[src/rtl/pc_sequencer.sv]
// pc_sequencer: program counter and control-flow sequencer for the MIPS
// single-cycle core. Owns the architectural PC, computes BEQ/J targets and
// applies redirects, honouring stalls.
//
// Optional feature: define MIPS_DELAY_SLOT_EN to enable the branch-delay-slot
// mode (RUN/DELAY FSM plus a latched redirect target). Without it redirects
// apply on the deciding edge and delay_slot is tied low.
//
// Ports:
//   clk, rst_n         clock, async active-low reset
//   stall              hold PC and all state; control inputs ignored
//   branch, alu_zero   BEQ decode and ALU zero flag (taken when zero == 0)
//   imm[15:0]          branch word offset, two's complement
//   jump, jump_target  J decode and 26-bit target field
//   pc[31:0]           registered fetch address
//   pc_plus4[31:0]     combinational pc + 4
//   taken              one-cycle pulse when pc first shows a redirect target
//   delay_slot         pc addresses a delay-slot instruction
//   taken_count[15:0]  saturating count of accepted redirect decisions
module pc_sequencer #(
  parameter logic [31:0] RESET_PC = 32'h0000_0000
) (
  input  logic        clk,
  input  logic        rst_n,
  input  logic        stall,
  input  logic        branch,
  input  logic        alu_zero,
  input  logic [15:0] imm,
  input  logic        jump,
  input  logic [25:0] jump_target,
  output logic [31:0] pc,
  output logic [31:0] pc_plus4,
  output logic        taken,
  output logic        delay_slot,
  output logic [15:0] taken_count
);

  logic [31:0] br_target, j_target, redir_target;
  logic        redirect, cnt_sat;
  logic [31:0] pc_d;
  logic        taken_d;
  logic [15:0] cnt_d;

  assign pc_plus4     = pc + 32'd4;
  assign br_target    = pc_plus4 + {{14{imm[15]}}, imm, 2'b00};
  assign j_target     = {pc_plus4[31:28], jump_target, 2'b00};
  // The BEQ compare reports equality as result 1, so zero == 0 means taken.
  assign redirect     = jump | (branch & ~alu_zero);
  assign redir_target = jump ? j_target : br_target;
  assign cnt_sat      = &taken_count;

`ifdef MIPS_DELAY_SLOT_EN
  typedef enum logic {RUN, DELAY} state_t;
  state_t      state, state_d;
  logic [31:0] tgt, tgt_d;
  logic        ds_q, ds_d;

  always_comb begin
    state_d = state;
    tgt_d   = tgt;
    pc_d    = pc;
    taken_d = 1'b0;
    ds_d    = ds_q;
    cnt_d   = taken_count;
    if (!stall) begin
      case (state)
        RUN: begin
          pc_d = pc_plus4;
          ds_d = 1'b0;
          if (redirect) begin
            // Fetch the slot instruction first; the target waits in tgt.
            tgt_d   = redir_target;
            ds_d    = 1'b1;
            state_d = DELAY;
            if (!cnt_sat) cnt_d = taken_count + 16'd1;
          end
        end
        DELAY: begin
          // Control inputs belong to the slot instruction and are ignored.
          pc_d    = tgt;
          taken_d = 1'b1;
          ds_d    = 1'b0;
          state_d = RUN;
        end
        default: state_d = RUN;
      endcase
    end
  end

  always_ff @(posedge clk or negedge rst_n) begin
    if (!rst_n) begin
      state <= RUN;
      tgt   <= 32'd0;
      ds_q  <= 1'b0;
    end else begin
      state <= state_d;
      tgt   <= tgt_d;
      ds_q  <= ds_d;
    end
  end

  assign delay_slot = ds_q;
`else
  always_comb begin
    pc_d    = pc;
    taken_d = 1'b0;
    cnt_d   = taken_count;
    if (!stall) begin
      pc_d    = redirect ? redir_target : pc_plus4;
      taken_d = redirect;
      if (redirect && !cnt_sat) cnt_d = taken_count + 16'd1;
    end
  end

  assign delay_slot = 1'b0;
`endif

  always_ff @(posedge clk or negedge rst_n) begin
    if (!rst_n) begin
      pc          <= RESET_PC;
      taken       <= 1'b0;
      taken_count <= 16'd0;
    end else begin
      pc          <= pc_d;
      taken       <= taken_d;
      taken_count <= cnt_d;
    end
  end

endmodule

[config.mk]
export PLATFORM = sky130hd
export DESIGN_NAME = pc_sequencer
export DESIGN_NICKNAME = d
export VERILOG_FILES = /design/src/rtl/pc_sequencer.sv
export SDC_FILE = /design/constraint.sdc
export NUM_CORES = 1
export LEC_CHECK = 0
export ABC_CLOCK_PERIOD_IN_PS = 3390
export CAP_MARGIN = 15
export CORE_UTILIZATION = 44
export CTS_CLUSTER_SIZE = 14
export DETAILED_ROUTE_END_ITERATION = 8
export GPL_ROUTABILITY_DRIVEN = 1
export PLACE_DENSITY = 0.83
export REMOVE_ABC_BUFFERS = 1
export SETUP_SLACK_MARGIN = 0.1
export SLEW_MARGIN = 20
export SYNTH_ARGS = -nofsm -noshare
export SYNTH_HDL_FRONTEND = slang
export SYNTH_SLANG_ARGS = --single-unit
[constraint.sdc]
create_clock -name clk -period 3.39 [get_ports clk]
set_clock_uncertainty 0.1 [all_clocks]
set_input_delay 0.339 -clock clk [delete_from_list [all_inputs] [get_ports clk]]
set_output_delay 0.339 -clock clk [all_outputs]
set_load 0.02 [all_outputs]
==> impl_metrics.py <==
metrics = {
    "global_route": {
        "grt_antenna_before_repair": 0,
        "grt_pass1_vias": 5638,
        "grt_pass1_wl_mm": 27.92,
        "gr-usage-all-layers_pct": 34.13,
        "gr-total-overflow": 0,
        "grt_max_degree": 48,
    },
    "power": {
        "ir_worst_vdd_mv": 0.4104,
        "total_power_mw": 4.209,
        "power_density_nw_per_um2": 522.6,
        "p_leak_nw": 3.598,
    },
    "routing": {
        "wire_per_inst_um": 22.38,
        "num_vias": 6018,
        "drc_errors": 0,
        "drtPass1Iterations": 6,
        "viasPerCell": 6.204,
        "wirelength_mm": 21.71,
        "detail-route-antenna-nets": 0,
        "drtIter0Drc": 536,
    },
    "synth": {
        "avgSynthCellArea_sq_um": 8.211,
        "ys_seq_elements": 47,
        "synth_most_common_cell": "a21oi_1",
        "yosysSeqAreaShare_pct": 26.23,
        "synthCells": 546,
        "ys_types": 59,
        "synth_area_sq_um": 4483,
        "synthTopCellsByCount": "a21oi_1 (56), xnor2_1 (48), dfrtp_1 (47), nor2_1 (47), nand2_1 (46)",
        "ys.flop_type": "dfrtp_1",
        "ys_async_sr_fraction_pct": 100.0,
        "yosysTopAreaCell": "dfrtp_1",
        "synthTopCellsByArea": "dfrtp_1 (26%), ha_1 (11%), xnor2_1 (9.4%), a21oi_1 (6.3%), nor2_1 (3.9%)",
        "yosysTopAreaCellShare_pct": 26.23,
        "yosysWarnings": 0,
        "synth_edf_count": 0,
    },
    "sta": {
        "fin_ws_ns": -0.3793,
        "finalCritPeriodShare_pct": 111.2,
        "relSlewSlack_pct": 52.81,
        "hold_viol": 0,
        "setup_viol": 14,
        "max_freq_mhz": 265.3,
        "holdWs_ns": 0.4067,
        "grt_setup_unrepaired": "true",
        "layout_min_cycle_time_ns": 3.769,
        "finalMaxSlewViolations": 0,
        "worst_pin_slew_ns": 0.7025,
    },
    "critical_path": {
        "startpoint": "pc[8]$_DFFE_PN0N_",
        "crit_fanout": 4,
        "start_kind": "flip-flop",
        "r2r_start": "pc[8]$_DFFE_PN0N_",
        "worstPathRequired_ns": 3.53,
        "critPathCaptureType": "flip-flop",
        "rrSetupSlack_ns": -0.38,
        "crit_type": "flip-flop to flip-flop",
        "crit_arrival_ns": 3.91,
    },
    "placed_design": {
        "hpwl_mm": 12.05,
        "gp_congestion": 0.9078,
        "dp_cells": 924,
        "port-buffer-count": 124,
        "dp_slack_ns": -0.3951,
    },
    "clock_network": {
        "cts_root_buf": "clkbuf_8",
        "cts_tree": "built",
        "cts.sinks": 47,
        "clockBufferDepth": 2,
        "clock_latency_ns": 0.33,
        "cts_buffers": 5,
        "cts_max_level": 2,
        "clk_pin_slew_ns": 0.10,
    },
    "worst_hold_path": {
        "hp-start": "taken_count[7]$_DFFE_PN0P_",
        "worst_hold_path_type": "flip-flop to flip-flop",
    },
    "finish": {
        "utilization_pct": 82.02,
        "nets": 924,
        "fillers": 554,
        "layout-drive-gt1-share_pct": 35.72,
        "final_cells": 970,
        "area_growth_pct": 79.65,
        "antenna_cells": 0,
    },
    "flow_run": {
        "drv_cap": 0,
    },
    "floorplan": {
        "die_w_um": 102.9,
        "ioPinCount": 130,
        "start_util_pct": 45.65,
        "die_area_sq_um": 10600,
        "rows": 36,
        "die_h_um": 102.9,
        "core-area_sq_um": 9819,
    },
    "outcome": {
        "violations": "setup timing",
        "run_status": "complete, but fails checks",
    },
}
[final timing paths]
check | end | depth (start not counted)
setup / recovery | pc[31]$_DFFE_PN0N_ | 15
hold / removal | taken_count[7]$_DFFE_PN0P_ | 1
setup reg to reg | pc[31]$_DFFE_PN0N_ | 15
hold reg to reg | taken_count[7]$_DFFE_PN0P_ | 1
max in group asynchronous | pc[8]$_DFFE_PN0N_ | 2
min in group asynchronous | taken_count[12]$_DFFE_PN0P_ | 2
[cells by family (layout without fill, tap and decap cells)]
group	after synthesis	count (layout)	synth area share [%]
AO/OA/AOI/OAI	156	156	23.95
XOR/XNOR	68	68	13.28
adder cells (fa/ha/maj)	39	39	11.05
buffers and inverters	51	338	4.689
flip-flops	47	47	26.24
multiplexers	8	8	1.842
other	1	5	0.08365
AND/OR/NAND/NOR	176	176	18.87
[report_power, final]
group / leakage (nW) / internal, mW / total (mW) / switching [mW]
Clock: 0.0502 / 0.216 / 0.449 / 0.233
Sequential: 0.578 / 0.662 / 0.789 / 0.127
Combinational: 2.97 / 1.48 / 2.97 / 1.50
Total: 3.60 / 2.35 / 4.21 / 1.86
[timing repair]
item / in CTS / in global routing
endpoints found under the setup margin: 20 / 24
buffers inserted: 15 / 25
endpoints found under the hold margin: 0 / 47
resized for setup: 80 / 76
pin swaps: 56 / 73
hold buffers: 0 / 1
[placed cells by master, fill, tap and decap left out, types with 11 or more instances in the layout]
cell type	n
ha_1	23
a21o_1	12
clkdlybuf4s50_1	119
xor2_1	18
inv_1	27
dfrtp_1	47
nor2_1	38
nand2_1	39
a221o_1	13
a21oi_1	44
buf_6	15
buf_4	165
ha_4	11
xnor2_2	16
nand3_1	12
xnor2_1	28
o21ai_0	11
[sequential cells by signal, indices dropped and copies added (netlist names)]
name         flops
pc              30
taken            1
taken_count     16
[per-layer routing]
layer  up-vias  global-route usage, %  share of wire, %
li1       2547                      -                 -
met1      2887                  40.75                37
met2       454                  60.31                49
met3       130                  4.814               8.5
met4         0                  16.25               6.3
met5         -                      0                 0
[cell type report]
class | instances | area (sq um) | share of cell area, %
timing repair buffer | 304 | 2648 | 32.87
tap | 133 | 166.4 | 2.066
clock inverter | 2 | 37.54 | 0.4661
clock buffer | 5 | 68.82 | 0.8544
multi-input combinational | 452 | 3856 | 47.88
inverter | 27 | 101.3 | 1.258
sequential | 47 | 1176 | 14.60
[critical path, stage by stage, from the launching register on]
cell      delay, ns
dfrtp_1        0.42
and4_4         0.27
nand3_4        0.07
nor2_4         0.21
buf_4          0.20
nand3_1        0.12
xnor2_2        0.25
ha_4           0.26
a21o_1         0.16
a21oi_1        0.18
o211ai_1       0.15
o41a_1         0.41
a221o_1        0.34
xor2_1         0.16
and3_4         0.18
o31ai_2        0.20
[metrics by stage]
| step | instance area, sq um | setup TNS (ns) |
|---|---|---|
| 3_3_place_gp | 6845 | -1.706 |
| 3_5_place_dp | 6845 | -3.261 |
| 6_report | 8054 | -2.293 |
| 5_1_grt | 8054 | -4.457 |
| 4_1_cts | 7440 | -0.4790 |
| 2_1_floorplan | 4389 | -4.364 |
Note: power is estimated with default switching activity, not from simulation.
